File: src/rtl/pipe_pkg.sv
// Shared definitions for the fetch stage: redirect select codes, the NOP
// word loaded on bubbles, and the fetch FSM state encoding.
package pipe_pkg;

    localparam logic [1:0] PCSRC_SEQ = 2'b00;
    localparam logic [1:0] PCSRC_BR  = 2'b01;
    localparam logic [1:0] PCSRC_JR  = 2'b10;
    localparam logic [1:0] PCSRC_J   = 2'b11;

    localparam logic [31:0] NOP_INST = 32'h0000_0000;

    typedef enum logic [1:0] {
        FS_REQ  = 2'b00,
        FS_WAIT = 2'b01,
        FS_HOLD = 2'b10
    } fetch_state_t;

endpackage

File: src/rtl/pipeif_fetch_if.sv
// Instruction-memory request/response bus between the fetch stage (master)
// and the instruction memory (slave).
interface pipeif_fetch_if;

    logic        im_req;
    logic [31:0] im_addr;
    logic        im_ready;
    logic        im_rvalid;
    logic [31:0] im_rdata;

    modport master (
        output im_req, im_addr,
        input  im_ready, im_rvalid, im_rdata
    );

    modport slave (
        input  im_req, im_addr,
        output im_ready, im_rvalid, im_rdata
    );

endinterface

File: src/rtl/pipeif_npc.sv
// Redirect target select from decode. Targets are word aligned by forcing
// the low two bits to zero; the sequential code yields zero because the
// fetch stage computes pc+4 itself.
module pipeif_npc
    import pipe_pkg::*;
(
    input  logic [1:0]  pcsource,
    input  logic [31:0] bpc,
    input  logic [31:0] ra,
    input  logic [31:0] jpc,
    output logic [31:0] tgt
);

    // Pick the target for the requested redirect kind and align it.
    always_comb begin
        tgt = 32'h0;
        case (pcsource)
            PCSRC_BR: tgt = {bpc[31:2], 2'b00};
            PCSRC_JR: tgt = {ra[31:2],  2'b00};
            PCSRC_J:  tgt = {jpc[31:2], 2'b00};
            default:  tgt = 32'h0;
        endcase
    end

endmodule

File: src/rtl/pipeif_fetch.sv
// Instruction-fetch stage: owns the PC, talks to a variable-latency
// instruction memory and produces the IF/ID register for decode.
// Redirects from decode take effect after one delay slot.
// Optional macro PIPEIF_PERF_EN adds a free-running bubble counter port.
module pipeif_fetch
    import pipe_pkg::*;
#(
    parameter logic [31:0] RESET_PC = 32'h0000_0000
) (
    input  logic              clk,
    input  logic              clrn,
    input  logic [1:0]        pcsource,
    input  logic [31:0]       bpc,
    input  logic [31:0]       ra,
    input  logic [31:0]       jpc,
    input  logic              nostall,
    pipeif_fetch_if.master    im,
    output logic [31:0]       dpc4,
    output logic [31:0]       inst,
`ifdef PIPEIF_PERF_EN
    output logic [31:0]       bubble_cnt,
`endif
    output logic              dvalid
);

    fetch_state_t state;
    logic         req_q;
    logic [31:0]  pc;
    logic [31:0]  pc4;
    logic [31:0]  hold_buf;
    logic [31:0]  redir_tgt;
    logic         redir_v;
    logic [31:0]  tgt;
    logic [31:0]  dlv_inst;
    logic         deliver;
    logic         take;

    pipeif_npc u_npc (
        .pcsource (pcsource),
        .bpc      (bpc),
        .ra       (ra),
        .jpc      (jpc),
        .tgt      (tgt)
    );

    assign pc4        = pc + 32'd4;
    assign im.im_req  = req_q;
    assign im.im_addr = pc;

    // A fetched word reaches IF/ID either straight from memory or from the
    // hold buffer, but only when decode can advance.
    assign deliver  = nostall & (((state == FS_WAIT) & im.im_rvalid) | (state == FS_HOLD));
    assign dlv_inst = (state == FS_HOLD) ? hold_buf : im.im_rdata;
    // Decode only redirects for a real, non-stalled instruction.
    assign take     = dvalid & nostall & (pcsource != PCSRC_SEQ);

    // Fetch FSM with registered request strobe; buffers a word decode could not take.
    always_ff @(posedge clk) begin
        if (!clrn) begin
            state    <= FS_REQ;
            req_q    <= 1'b1;
            hold_buf <= 32'h0;
        end else begin
            case (state)
                FS_REQ: begin
                    if (im.im_ready) begin
                        state <= FS_WAIT;
                        req_q <= 1'b0;
                    end
                end
                FS_WAIT: begin
                    if (im.im_rvalid) begin
                        if (nostall) begin
                            state <= FS_REQ;
                            req_q <= 1'b1;
                        end else begin
                            state    <= FS_HOLD;
                            hold_buf <= im.im_rdata;
                        end
                    end
                end
                FS_HOLD: begin
                    if (nostall) begin
                        state <= FS_REQ;
                        req_q <= 1'b1;
                    end
                end
                default: begin
                    state <= FS_REQ;
                    req_q <= 1'b1;
                end
            endcase
        end
    end

    // PC advance and pending-redirect bookkeeping; the outstanding fetch is the delay slot.
    always_ff @(posedge clk) begin
        if (!clrn) begin
            pc        <= RESET_PC;
            redir_v   <= 1'b0;
            redir_tgt <= 32'h0;
        end else if (deliver) begin
            // Delay slot lands in the same cycle as the redirect: use the live target.
            if (take)
                pc <= tgt;
            else if (redir_v)
                pc <= redir_tgt;
            else
                pc <= pc4;
            redir_v <= 1'b0;
        end else if (take) begin
            redir_tgt <= tgt;
            redir_v   <= 1'b1;
        end
    end

    // IF/ID register: hold on stall, load a word on delivery, otherwise a bubble.
    always_ff @(posedge clk) begin
        if (!clrn) begin
            dpc4   <= 32'h0;
            inst   <= NOP_INST;
            dvalid <= 1'b0;
        end else if (nostall) begin
            if (deliver) begin
                dpc4   <= pc4;
                inst   <= dlv_inst;
                dvalid <= 1'b1;
            end else begin
                inst   <= NOP_INST;
                dvalid <= 1'b0;
            end
        end
    end

`ifdef PIPEIF_PERF_EN
    // Count cycles where decode advanced but received a bubble.
    always_ff @(posedge clk) begin
        if (!clrn)
            bubble_cnt <= 32'h0;
        else if (nostall && !deliver)
            bubble_cnt <= bubble_cnt + 32'd1;
    end
`endif

endmodule

File: src/flat_wrapper.sv
// flat-port wrapper written by rule: the top's interface ports become plain ports
module pipeif_fetch_flat import pipe_pkg::*;
#(
    parameter logic [31:0] RESET_PC = 32'h0000_0000
)
  (clk, clrn, pcsource, bpc, ra, jpc, nostall, dpc4, inst, dvalid, im_im_req, im_im_addr, im_im_ready, im_im_rvalid, im_im_rdata);
  pipeif_fetch_if im_i ();
  input  logic clk;
  input  logic clrn;
  input  logic [1:0] pcsource;
  input  logic [31:0] bpc;
  input  logic [31:0] ra;
  input  logic [31:0] jpc;
  input  logic nostall;
  output logic [31:0] dpc4;
  output logic [31:0] inst;
  output logic dvalid;
  output wire logic [$bits(im_i.im_req)-1:0] im_im_req;
  output wire logic [$bits(im_i.im_addr)-1:0] im_im_addr;
  input wire logic [$bits(im_i.im_ready)-1:0] im_im_ready;
  input wire logic [$bits(im_i.im_rvalid)-1:0] im_im_rvalid;
  input wire logic [$bits(im_i.im_rdata)-1:0] im_im_rdata;
  assign im_im_req = im_i.im_req;
  assign im_im_addr = im_i.im_addr;
  assign im_i.im_ready = im_im_ready;
  assign im_i.im_rvalid = im_im_rvalid;
  assign im_i.im_rdata = im_im_rdata;
  pipeif_fetch #(.RESET_PC(RESET_PC)) u_core (.clk(clk), .clrn(clrn), .pcsource(pcsource), .bpc(bpc), .ra(ra), .jpc(jpc), .nostall(nostall), .im(im_i), .dpc4(dpc4), .inst(inst), .dvalid(dvalid));
endmodule
File: config.mk
export PLATFORM = sky130hd
export DESIGN_NAME = pipeif_fetch_flat
export DESIGN_NICKNAME = d
export VERILOG_FILES = /design/src/rtl/pipe_pkg.sv /design/src/rtl/pipeif_fetch_if.sv /design/src/rtl/pipeif_npc.sv /design/src/rtl/pipeif_fetch.sv /design/src/flat_wrapper.sv
export SDC_FILE = /design/constraint.sdc
export NUM_CORES = 1
export LEC_CHECK = 0
export ABC_AREA = 0
export CORE_MARGIN = 4
export CORE_UTILIZATION = 45
export CTS_CLUSTER_DIAMETER = 60
export DETAILED_ROUTE_END_ITERATION = 8
export DONT_BUFFER_PORTS = 1
export GPL_TIMING_DRIVEN = 1
export PLACE_DENSITY = 0.58
export SLEW_MARGIN = 30
export SYNTH_ARGS = -nofsm -noshare
export SYNTH_HDL_FRONTEND = slang
export SYNTH_SLANG_ARGS = --single-unit
File: constraint.sdc
create_clock -name clk -period 5.8 [get_ports clk]
set_input_delay 0.87 -clock clk [delete_from_list [all_inputs] [get_ports clk]]
set_output_delay 0.87 -clock clk [all_outputs]
set_load 0.005 [all_outputs]
==> results of run 1 <==
==> cells in the final DEF, fill, tap and decap left out, types with 4 or more instances in the layout <==
cell type / Yosys / final
sky130_fd_sc_hd__nor3_1: 30 / 30
sky130_fd_sc_hd__nor2_1: 66 / 63
sky130_fd_sc_hd__o221a_2: 6 / 6
sky130_fd_sc_hd__buf_4: 4 / 8
sky130_fd_sc_hd__a31oi_1: 15 / 15
sky130_fd_sc_hd__conb_1: 1 / 4
sky130_fd_sc_hd__nand2_1: 158 / 158
sky130_fd_sc_hd__clkbuf_16: 0 / 17
sky130_fd_sc_hd__nand3_1: 29 / 29
sky130_fd_sc_hd__xor2_1: 9 / 9
sky130_fd_sc_hd__clkinvlp_4: 0 / 5
sky130_fd_sc_hd__a22o_1: 4 / 4
sky130_fd_sc_hd__a22oi_1: 14 / 14
sky130_fd_sc_hd__ha_1: 5 / 4
sky130_fd_sc_hd__nand4_1: 10 / 10
sky130_fd_sc_hd__mux2i_1: 46 / 46
sky130_fd_sc_hd__dfxtp_1: 159 / 159
sky130_fd_sc_hd__o211a_1: 7 / 7
sky130_fd_sc_hd__o211ai_1: 7 / 7
sky130_fd_sc_hd__nand2b_1: 5 / 5
sky130_fd_sc_hd__o21ai_0: 66 / 66
sky130_fd_sc_hd__inv_1: 12 / 11
sky130_fd_sc_hd__xnor2_1: 12 / 12
sky130_fd_sc_hd__mux2_2: 18 / 18
sky130_fd_sc_hd__a211oi_1: 31 / 31
sky130_fd_sc_hd__a21oi_1: 87 / 87
sky130_fd_sc_hd__and3_1: 10 / 9
sky130_fd_sc_hd__o31a_1: 4 / 4
==> how the worst max path moves through the flow <==
stage | cells past startpoint | startpoint | slack [ps] | endpoint
after floorplan | 6 | pcsource[0] | 3190 | u_core.im.im_addr[8]
after global placement | 8 | u_core.state[0] | 2440 | u_core.im.im_addr[15]
after detailed placement | 8 | u_core.state[0] | 2670 | u_core.im.im_addr[15]
after CTS | 8 | u_core.state[0] | 2620 | u_core.im.im_addr[15]
after global routing | 7 | u_core.state[0] | 2500 | u_core.im.im_addr[19]
final | 8 | u_core.state[0] | 2690 | u_core.im.im_addr[15]
==> Yosys cell counts, types with 4 or more instances <==
master	n	area, µm²
sky130_fd_sc_hd__a211oi_1	31	233
sky130_fd_sc_hd__a21oi_1	87	435
sky130_fd_sc_hd__a22o_1	4	35.0
sky130_fd_sc_hd__a22oi_1	14	105
sky130_fd_sc_hd__a31oi_1	15	93.8
sky130_fd_sc_hd__and3_1	10	62.6
sky130_fd_sc_hd__buf_1	8	30.0
sky130_fd_sc_hd__buf_4	4	30.0
sky130_fd_sc_hd__clkbuf_1	70	263
sky130_fd_sc_hd__dfxtp_1	159	3180
sky130_fd_sc_hd__ha_1	5	62.6
sky130_fd_sc_hd__inv_1	12	45.0
sky130_fd_sc_hd__mux2_2	18	203
sky130_fd_sc_hd__mux2i_1	46	460
sky130_fd_sc_hd__nand2_1	158	593
sky130_fd_sc_hd__nand2b_1	5	31.3
sky130_fd_sc_hd__nand3_1	29	145
sky130_fd_sc_hd__nand4_1	10	62.6
sky130_fd_sc_hd__nor2_1	66	248
sky130_fd_sc_hd__nor3_1	30	150
sky130_fd_sc_hd__o211a_1	7	70.1
sky130_fd_sc_hd__o211ai_1	7	52.6
sky130_fd_sc_hd__o21ai_0	66	330
sky130_fd_sc_hd__o221a_2	6	67.6
sky130_fd_sc_hd__o31a_1	4	35.0
sky130_fd_sc_hd__xnor2_1	12	105
sky130_fd_sc_hd__xor2_1	9	78.8
==> per-layer routing <==
| metal | part of all wire [%] | GRT usage (%) |
|---|---|---|
| met1 | 43 | 30.9 |
| met2 | 48 | 39.5 |
| met3 | 8.3 | 7.00 |
| met4 | 1.5 | 6.44 |
| met5 | 0 | 0 |
==> critical path: cells and delay by family (launching register included) <==
| family | cells | cell delay [ps] |
|---|---|---|
| AOI/OAI and AO/OA | 4 | 1000 |
| buffers and inverters | 2 | 610 |
| adders and majority gates | 1 | 580 |
| and+or+nand+nor | 1 | 540 |
| DFF | 1 | 330 |
==> power by group through the flow <==
stage | clock, mW | combinational, mW | sequential (mW)
after floorplan | 0 | 0.232 | 1.21
after global placement | 0 | 0.272 | 1.23
after detailed placement | 0 | 0.282 | 1.23
after CTS | 1.16 | 0.283 | 1.21
after global routing | 1.21 | 0.318 | 1.21
final | 1.14 | 0.284 | 1.20
==> flip-flops by register name, summed over array words and instances (netlist names), 2 cells and up <==
name / cells
u_core.im.im_addr: 30
u_core.dpc4: 30
u_core.state: 2
u_core.inst: 32
u_core.hold_buf: 32
u_core.redir_tgt: 30
==> through the flow <==
step,cells,setup slack [ps],area [µm²],hold slack (ps),util (%)
3_5_place_dp,1100,2670,7770,444,46.6
2_1_floorplan,955,3190,7730,432,-
3_3_place_gp,1100,2440,7760,439,46.5
5_1_grt,1132,2500,8400,469,50.3
6_report,1132,2690,8400,449,50.3
4_1_cts,1131,2620,8370,453,50.1
==> layout make-up <==
class | count | area [µm²]
multi-input combinational | 701 | 4220
clock inverter | 13 | 164
timing repair buffer | 9 | 87.6
inverter | 12 | 45.0
tap | 220 | 275
sequential | 159 | 3180
fill | 1621 | 8300
clock buffer | 18 | 429
==> cell families after synthesis <==
logic type | after synthesis | share of synthesized area (%)
simple gates | 330 | 19.2
compound gates | 277 | 22.9
flops | 159 | 41.2
buf+inv | 95 | 4.83
mux | 64 | 8.59
xor+xnor | 21 | 2.38
fa+ha+maj | 5 | 0.810
other cells | 1 | 0.0486
==> impl_results.rst, run 1 <==
.. list-table::
   :header-rows: 1

   * - Metric
     - Value
   * - Final setup violating endpoints
     - 0
   * - Largest fanout on the critical path
     - 37
   * - Length in cells of the worst reg-to-reg path
     - 8
   * - Final Wtd Congestion
     - 0.861
   * - # diodes
     - 0
   * - Gate count after technology mapping
     - 952
   * - Total of flip-flops plus latches after synthesis
     - 159
   * - Power Total
     - 2.63 mW
   * - Number of distinct standard cells referenced by the synthesized netlist
     - 65
   * - Largest stage delay on the critical path
     - 580 ps
   * - Input/output buffers
     - 0
   * - Remaining max-slew budget at the tightest pin
     - 34.4%
   * - Cell area after technology mapping
     - 0.00772 mm²
   * - Starting density of the core
     - 46.2%
   * - Site row count
     - 47
   * - Fraction of power consumed by the clock network
     - 43.4%
   * - CTS buffer count
     - 17
   * - Master cell of the clock root buffer
     - sky130_fd_sc_hd__clkbuf_16
   * - First-pass GRT wire length
     - 37200 µm
   * - Height of the die
     - 139 µm
   * - Post-CTS resize count
     - 0
   * - Clk buf depth
     - 2
   * - Crit path time final
     - 3110 ps
   * - Number of buffers inserted by hold repair at cts
     - 0
   * - End of the worst register-to-register path
     - u_core.im.im_addr[15]
   * - Post-Route WL
     - 23900 µm
   * - Total number of H-tree levels
     - 4
   * - Beginning of the worst register-to-register path
     - u_core.state[0]
   * - Ys Warns
     - 0
   * - Switching Fraction
     - 26.5%
   * - Die outline width
     - 139 µm
   * - Psw
     - 0.698 mW
   * - Top_reg_cell synth
     - sky130_fd_sc_hd__dfxtp_1
   * - List of cells traversed by the critical path
     - inv_1 > ha_4 > a21o_1 > nand3_1 > buf_4 > a211oi_1 > a22o_1 > a22o_1
   * - Placed wire-length estimate after detailed placement
     - 16600 µm
   * - Worst voltage drop across the vdd grid
     - 224 µV
   * - Final worst path period share
     - 53.7%
   * - Terminating pin of the worst hold path
     - u_core.redir_tgt[29]
   * - Number of cells on the worst hold path
     - 2
   * - Run status
     - finished clean
   * - Vias
     - 6900
   * - Total congestion overflow
     - 0
   * - P&R area growth vs syn
     - 8.78%
   * - Total of max-cap violations
     - 0
   * - Area of the core
     - 0.0167 mm²
   * - Fmax achieved
     - 0.321 GHz
   * - Overall Global Routing Usage
     - 24.0%
   * - Hold wc startpoint
     - u_core.redir_tgt[29]
   * - Vias per inst
     - 6.10
   * - Post-detailed-route DRC marker count
     - 0
   * - Via count of the first global-routing pass
     - 6616
   * - Clock Pin Slew Worst Setup and Hold Paths
     - 60 ps
   * - Detailed router's first-iteration violation count
     - 463
   * - Internal
     - 1.93 mW
   * - Worst Hold Class
     - flop to flop
   * - Critical path class
     - flop to flop
   * - Critical Path Sink Type
     - flop
   * - Crit-path most repeated cell
     - sky130_fd_sc_hd__a22o_1
   * - Slowest cell on crit path
     - sky130_fd_sc_hd__ha_4
   * - Sequential fraction of the synthesis area
     - 41.2%
   * - Sequential group share of total power
     - 45.8%
   * - Mean cell area of the mapped netlist
     - 8.11 µm²
   * - CTS tree
     - done
   * - Worst reg-to-reg setup slack
     - 2690 ps
   * - Data arrival time of the worst path
     - 3480 ps
   * - Slew at the pin closest to its max-slew limit
     - 980 ps
   * - Comb pwr share
     - 10.8%
   * - Post-CTS Setup Bufs
     - 0
   * - Nature of the critical path startpoint
     - flop
   * - Worst Path Required
     - 6160 ps
   * - Maximum number of pins on one net before global-route repair
     - 64
   * - Final net count
     - 1040
   * - Standby leakage power
     - 2.83 nW
   * - Clock latency of the later-clocked register in the worst-skew pair
     - 420 ps
   * - Proportion of layout cells with a drive suffix above 1
     - 8.66%
   * - Routed length per placed instance
     - 21.1 µm
   * - Post-synthesis async set-or-reset flop share
     - 0%
   * - Pwr dens
     - 313 mW/mm²
   * - Antenna violations before repair
     - 0
   * - Final slew viol count
     - 0
   * - Clock skew
     - 6.49 ps
   * - Count of pins on the block boundary
     - 233
   * - Number of search-and-repair iterations in the first detailed-routing pass
     - 5
   * - Final-report hold violation count
     - 0
   * - Unrepaired setup endpoints after global routing
     - no
   * - Antenna Nets Post-Route
     - 0
   * - Number of enable flip-flop cells after synthesis
     - 0
   * - Number of clock sinks seen by CTS
     - 159
   * - Die ar.
     - 0.0193 mm²
   * - Summed negative setup slack over all endpoints
     - 0 ps
No activity file was read; power rests on OpenSTA's default activity.
==> run 2: changes to the inputs <==
==> constraint.sdc (replaced) <==
create_clock -name clk -period 2.92 [get_ports clk]
set_input_delay 0.438 -clock clk [delete_from_list [all_inputs] [get_ports clk]]
set_output_delay 0.438 -clock clk [all_outputs]
set_load 0.005 [all_outputs]
==> impl_results.rst, run 2 (synthesized netlist as in run 1, its figures left out) <==
.. list-table::
   :header-rows: 1

   * - Metric
     - Value
   * - # diodes
     - 0 (unchanged)
   * - Worst reg-to-reg setup slack
     - 410 ps (-2280 ps)
   * - Unrepaired setup endpoints after global routing
     - no
   * - First-pass GRT wire length
     - 37600 µm (+0.89%)
   * - Final-report hold violation count
     - 0 (unchanged)
   * - Number of search-and-repair iterations in the first detailed-routing pass
     - 5 (unchanged)
   * - Post-CTS Setup Bufs
     - 0 (unchanged)
   * - Number of buffers inserted by hold repair at cts
     - 0 (unchanged)
   * - Post-CTS resize count
     - 0 (unchanged)
   * - Via count of the first global-routing pass
     - 6803 (+2.8%)
   * - Clock skew
     - 8.40 ps (+1.91 ps)
   * - Proportion of layout cells with a drive suffix above 1
     - 10.1% (+1.5 points)
   * - CTS buffer count
     - 17 (unchanged)
   * - Overall Global Routing Usage
     - 24.0% (about the same)
   * - Routed length per placed instance
     - 20.9 µm (-0.89%)
   * - Number of clock sinks seen by CTS
     - 159 (unchanged)
   * - Largest stage delay on the critical path
     - 660 ps (+80 ps)
   * - Maximum number of pins on one net before global-route repair
     - 61 (-4.7%)
   * - Antenna violations before repair
     - 0 (unchanged)
   * - Run status
     - finished clean
   * - Hold wc startpoint
     - clrn
   * - Master cell of the clock root buffer
     - sky130_fd_sc_hd__clkbuf_16
   * - Final core occ
     - 50.7% (+0.45 points)
   * - Total congestion overflow
     - 0 (unchanged)
   * - Worst Hold Class
     - input port to flop
   * - Clock latency of the later-clocked register in the worst-skew pair
     - 430 ps (about the same)
   * - Post-Route WL
     - 24000 µm (+0.51%)
   * - Vias per inst
     - 6.06 (-0.64%)
   * - Leading registers by flop count
     - u_core.hold_buf x32, u_core.inst x32
   * - Die outline width
     - 139 µm (unchanged)
   * - Beginning of the worst register-to-register path
     - u_core.im.im_addr[11]
   * - Clk buf depth
     - 2 (unchanged)
   * - Area of the core
     - 0.0167 mm² (unchanged)
   * - Crit path time final
     - 2510 ps (-605 ps)
   * - Die ar.
     - 0.0193 mm² (unchanged)
   * - Last element of the critical path
     - u_core.im.im_addr[20]
   * - Remaining max-slew budget at the tightest pin
     - 48.5% (+14 points)
   * - Most common cell after layout, fill and taps aside
     - sky130_fd_sc_hd__dfxtp_1
   * - Placed wire-length estimate after detailed placement
     - 16900 µm (+2.0%)
   * - Slowest cell on crit path
     - sky130_fd_sc_hd__or4_1
   * - Site row count
     - 47 (unchanged)
   * - List of cells traversed by the critical path
     - nand4_2 > or4_1 > nor3_1 > o21ai_0 > a32o_1
   * - Standby leakage power
     - 2.90 nW (+2.3%)
   * - Nature of the critical path startpoint
     - flop
   * - Crit path from
     - u_core.im.im_addr[11]
   * - Fmax achieved
     - 0.398 GHz (+24%)
   * - Worst Path Required
     - 3240 ps (-2920 ps)
   * - Worst slack on hold paths
     - 96.6 ps (-353 ps)
   * - Vias
     - 6953 (+0.77%)
   * - Total of max-cap violations
     - 0 (unchanged)
   * - Height of the die
     - 139 µm (unchanged)
   * - Final worst path period share
     - 85.9% (+32 points)
   * - P&R area growth vs syn
     - 9.75%
   * - Post-detailed-route DRC marker count
     - 0 (unchanged)
   * - Slew at the pin closest to its max-slew limit
     - 772 ps (-208 ps)
   * - Final net count
     - 1055 (+1.4%)
   * - Count of pins on the block boundary
     - 233 (unchanged)
   * - End of the worst register-to-register path
     - u_core.im.im_addr[20]
   * - Largest fanout on the critical path
     - 7 (-81%)
   * - Starting density of the core
     - 46.2% (unchanged)
   * - Final slew viol count
     - 0 (unchanged)
   * - Leading cell types in the layout, fill and taps excluded
     - sky130_fd_sc_hd__dfxtp_1, sky130_fd_sc_hd__nand2_1, sky130_fd_sc_hd__a21oi_1
   * - Critical path class
     - flop to flop
   * - Cell area after layout
     - 0.00848 mm² (+0.89%)
   * - Antenna Nets Post-Route
     - 0 (unchanged)
   * - Clock Pin Slew Worst Setup and Hold Paths
     - 70 ps (about the same)
   * - Final Wtd Congestion
     - 0.886 (+2.8%)
   * - Critical Path Sink Type
     - flop
   * - Placed cell areas
     - 0.00788 mm² (+1.3%)
   * - Detailed router's first-iteration violation count
     - 460 (-0.65%)
   * - Total number of H-tree levels
     - 4 (unchanged)
   * - Input/output buffers
     - 0 (unchanged)
   * - Pwr dens
     - 607 mW/mm² (+94%)
   * - Worst voltage drop across the vdd grid
     - 422 µV (+88%)
   * - Data arrival time of the worst path
     - 2830 ps (-650 ps)
   * - Length in cells of the worst reg-to-reg path
     - 5 (-3)
   * - CTS tree
     - done
   * - Final setup violating endpoints
     - 0 (unchanged)
   * - Summed negative setup slack over all endpoints
     - 0 ps (unchanged)
[run 2: worst min path at each step]
stage | endpoint | slack, ps | cells past startpoint
after floorplan | u_core.redir_tgt[20] | 430 | 2
final | u_core.im.im_req | 100 | 1
after CTS | u_core.im.im_req | 80 | 1
after global placement | u_core.redir_tgt[29] | 440 | 2
after detailed placement | u_core.redir_tgt[23] | 440 | 2
after global routing | u_core.im.im_req | 80 | 1
[run 2: layout make-up]
cell class | count | area (µm²)
inverter | 12 | 45.0
clock inverter | 13 | 129
fill | 1631 | 8230
tap | 220 | 275
multi-input combinational | 701 | 4200
timing repair buffer | 24 | 200
sequential | 159 | 3180
clock buffer | 19 | 443
[run 2: power breakdown]
part / leakage [nW] / switching, mW / internal [mW]
clock network: 0.269 / 0.958 / 1.22
logic: 1.34 / 0.358 / 0.223
registers: 1.29 / 0.107 / 2.28
[run 2: layer usage]
layer | track usage [%] | up-vias | share of wire, %
li1 | - | 3337 | -
met1 | 30.7 | 3289 | 42
met2 | 39.5 | 295 | 48
met3 | 6.69 | 32 | 7.9
met4 | 7.57 | 0 | 2.0
met5 | 0 | - | 0
[run 2: metrics by stage]
| stage | power, mW | std cells | setup WS [ps] |
|---|---|---|---|
| floorplan | 2.87 | 955 | 730 |
| global placement | 3.00 | 1115 | 445 |
| detailed placement | 3.02 | 1115 | 434 |
| CTS | 5.20 | 1147 | 427 |
| global route | 5.37 | 1148 | 286 |
| finish | 5.15 | 1148 | 410 |
[run 2: worst max-delay path, delay by kind of cell, from the launching register on]
kind	cells	cell delay, ps
AND/OR/NAND/NOR	3	1470
flip-flops	1	450
AO/OA/AOI/OAI	2	490
==> run 3: changes to the inputs <==
--- a/config.mk
+++ b/config.mk
@@ -7,13 +7,14 @@
 export LEC_CHECK = 0
 export ABC_AREA = 0
 export CORE_MARGIN = 4
-export CORE_UTILIZATION = 45
+export CORE_UTILIZATION = 34
 export CTS_CLUSTER_DIAMETER = 60
 export DETAILED_ROUTE_END_ITERATION = 8
 export DONT_BUFFER_PORTS = 1
 export GPL_TIMING_DRIVEN = 1
-export PLACE_DENSITY = 0.58
+export PLACE_DENSITY = 0.46
 export SLEW_MARGIN = 30
 export SYNTH_ARGS = -nofsm -noshare
 export SYNTH_HDL_FRONTEND = slang
 export SYNTH_SLANG_ARGS = --single-unit
+export TNS_END_PERCENT = 5
==> impl_results.rst, run 3 (synthesized netlist as in run 1, its figures left out) <==
.. list-table::
   :header-rows: 1

   * - Metric
     - Value
   * - Psw
     - 1.48 mW (+4.0%)
   * - Internal
     - 3.74 mW (+0.48%)
   * - Slowest cell on crit path
     - sky130_fd_sc_hd__or4_1
   * - Post-CTS Setup Bufs
     - 0 (unchanged)
   * - List of cells traversed by the critical path
     - nand4_2 > or4_1 > nor4_1 > o21ai_0 > a32o_1
   * - Final-report hold violation count
     - 0 (unchanged)
   * - Post-Route WL
     - 25300 µm (+5.5%)
   * - Remaining max-slew budget at the tightest pin
     - 55.0% (+6.5 points)
   * - Height of the die
     - 159 µm (+14%)
   * - Maximum number of pins on one net before global-route repair
     - 61 (unchanged)
   * - Input/output buffers
     - 0 (unchanged)
   * - Sequential group share of total power
     - 45.7% (-0.8 points)
   * - Worst Path Required
     - 3230 ps (about the same)
   * - Cell area after layout
     - 0.00859 mm² (+1.3%)
   * - Antenna violations before repair
     - 0 (unchanged)
   * - Standby leakage power
     - 2.92 nW (+0.73%)
   * - Total of max-cap violations
     - 0 (unchanged)
   * - # diodes
     - 0 (unchanged)
   * - Area taken by flip-flops and latches
     - 0.00318 mm² (unchanged)
   * - Unrepaired setup endpoints after global routing
     - no
   * - Area of the core
     - 0.0221 mm² (+32%)
   * - Die ar.
     - 0.0252 mm² (+30%)
   * - Antenna Nets Post-Route
     - 0 (unchanged)
   * - Number of clock sinks seen by CTS
     - 159 (unchanged)
   * - Post-detailed-route DRC marker count
     - 0 (unchanged)
   * - Critical path class
     - flop to flop
   * - Number of search-and-repair iterations in the first detailed-routing pass
     - 4 (-1)
   * - Placed cell areas
     - 0.00800 mm² (+1.6%)
   * - Final Wtd Congestion
     - 0.809 (-8.6%)
   * - Site row count
     - 54 (+15%)
   * - Final setup violating endpoints
     - 0 (unchanged)
   * - Pwr dens
     - 608 mW/mm² (+0.10%)
   * - Switching Fraction
     - 28.3% (+0.69 points)
   * - Total number of H-tree levels
     - 4 (unchanged)
   * - Leading cell types in the layout, fill and taps excluded
     - sky130_fd_sc_hd__dfxtp_1, sky130_fd_sc_hd__nand2_1, sky130_fd_sc_hd__a21oi_1
   * - Most common cell after layout, fill and taps aside
     - sky130_fd_sc_hd__dfxtp_1
   * - Run status
     - finished clean
   * - Clk buf depth
     - 2 (unchanged)
   * - Data arrival time of the worst path
     - 2840 ps (about the same)
   * - Crit path time final
     - 2530 ps (+21.6 ps)
   * - Number of buffers inserted by hold repair at cts
     - 0 (unchanged)
   * - CTS tree
     - done
   * - Filler instances
     - 2313 (+42%)
   * - Area of the multi-input gates
     - 0.00420 mm² (about the same)
   * - Nature of the critical path startpoint
     - flop
   * - Worst Hold Class
     - input port to flop
   * - First-pass GRT wire length
     - 39400 µm (+4.8%)
   * - Vias per inst
     - 5.56 (-8.2%)
   * - Proportion of layout cells with a drive suffix above 1
     - 10.2% (+0.097 points)
   * - Length in cells of the worst reg-to-reg path
     - 5 (unchanged)
   * - Hold wc startpoint
     - clrn
   * - Placed wire-length estimate after detailed placement
     - 17600 µm (+3.9%)
   * - Final net count
     - 1056 (+0.095%)
   * - Largest stage delay on the critical path
     - 770 ps (+110 ps)
   * - Clock skew
     - 10.8 ps (+2.41 ps)
   * - Clock Pin Slew Worst Setup and Hold Paths
     - 70 ps (about the same)
   * - Worst voltage drop across the vdd grid
     - 255 µV (-39%)
   * - End of the worst register-to-register path
     - u_core.im.im_addr[30]
   * - P&R area growth vs syn
     - 11.2%
   * - Final worst path period share
     - 86.7% (+0.74 points)
   * - Largest fanout on the critical path
     - 8 (+1)
   * - Master cell of the clock root buffer
     - sky130_fd_sc_hd__clkbuf_16
   * - Clock latency of the later-clocked register in the worst-skew pair
     - 430 ps (about the same)
   * - Total congestion overflow
     - 0 (unchanged)
   * - Via count of the first global-routing pass
     - 6482 (-4.7%)
   * - Starting density of the core
     - 35.0% (-11 points)
   * - Vias
     - 6719 (-3.4%)
   * - CTS buffer count
     - 17 (unchanged)
   * - Summed negative setup slack over all endpoints
     - 0 ps (unchanged)
   * - Die outline width
     - 159 µm (+14%)
   * - Terminating pin of the worst hold path
     - u_core.im.im_req
   * - Final slew viol count
     - 0 (unchanged)
   * - Slew at the pin closest to its max-slew limit
     - 672 ps (-99.5 ps)
   * - Leading registers by flop count
     - u_core.hold_buf x32, u_core.inst x32
   * - Beginning of the worst register-to-register path
     - u_core.im.im_addr[11]
   * - Critical Path Sink Type
     - flop
   * - Comb pwr share
     - 11.4% (about the same)
   * - Worst reg-to-reg setup slack
     - 390 ps (-20 ps)
   * - Number of cells on the worst hold path
     - 1 (unchanged)
   * - Fmax achieved
     - 0.395 GHz (-0.85%)
   * - Routed length per placed instance
     - 21.0 µm (+0.19%)
   * - Detailed router's first-iteration violation count
     - 506 (+10%)
   * - Fraction of power consumed by the clock network
     - 42.8% (+0.6 points)
   * - Post-CTS resize count
     - 0 (unchanged)
   * - Count of pins on the block boundary
     - 233 (unchanged)
   * - Overall Global Routing Usage
     - 19.7% (-4.4 points)
==> run 3: changes by cell type in the layout (fill, tap and decap cells not counted) <==
cell                         previous run  this run
sky130_fd_sc_hd__buf_12                 0         3
sky130_fd_sc_hd__buf_16                 1         0
sky130_fd_sc_hd__buf_4                 23        22
sky130_fd_sc_hd__clkbuf_1               1         0
sky130_fd_sc_hd__clkinv_4               1         2
sky130_fd_sc_hd__clkinv_8               0         1
sky130_fd_sc_hd__clkinvlp_4             4         3
sky130_fd_sc_hd__inv_6                  5         4
sky130_fd_sc_hd__inv_8                  1         2
sky130_fd_sc_hd__nor2b_1                0         1
sky130_fd_sc_hd__nor2b_2                1         0
==> run 3: worst max-delay path by stage <==
stage,from,to,slack [ps],cells after the start
global placement,u_core.im.im_addr[11],u_core.im.im_addr[30],450,5
finish,u_core.im.im_addr[11],u_core.im.im_addr[30],390,5
floorplan,u_core.im.im_addr[11],u_core.dpc4[26],730,6
global route,u_core.im.im_addr[11],u_core.im.im_addr[30],280,5
CTS,u_core.im.im_addr[11],u_core.im.im_addr[30],360,5
detailed placement,u_core.im.im_addr[11],u_core.im.im_addr[30],380,5
==> run 3: routing by layer <==
metal / vias up / track usage, % / routed length, µm
met5: - / 0 / 0
li1: 3335 / - / -
met4: 0 / 4.73 / 278
met3: 19 / 4.69 / 1420
met2: 191 / 32.1 / 12000
met1: 3174 / 26.5 / 11700
==> run 3: cell type report <==
| cell class | count | area share [%] |
|---|---|---|
| Inverter | 12 | 0.524 |
| Timing Repair Buffer | 25 | 2.62 |
| Clock buffer | 18 | 5.11 |
| Sequential cell | 159 | 37.1 |
| Multi-Input combinational cell | 701 | 48.9 |
| Tap cell | 280 | 4.08 |
| Clock inverter | 14 | 1.73 |
==> run 3: critical path: cells and delay by family, from the launching register on <==
family           cells  cell delay (ps)
AO/OA/AOI/OAI        2              430
flip-flops           1              470
AND/OR/NAND/NOR      3             1510
==> run 3: power groups by stage <==
stage                     sequential [mW]  clock, mW  combinational [mW]
after detailed placement             2.44          0               0.602
after global routing                 2.40       2.39               0.672
after global placement               2.44          0               0.601
after CTS                            2.39       2.30               0.605
final                                2.39       2.24               0.597
after floorplan                      2.41          0               0.461
==> run 3: stage by stage <==
stage	setup slack (ps)	instances	hold WS, ps	total power [mW]	util, %
3_5_place_dp	379	1177	445	3.04	36.2
2_1_floorplan	730	955	432	2.87	-
6_report	389	1209	102	5.22	38.9
4_1_cts	358	1209	81.4	5.29	38.9
5_1_grt	276	1209	85.4	5.47	38.9
3_3_place_gp	451	1177	440	3.04	36.2
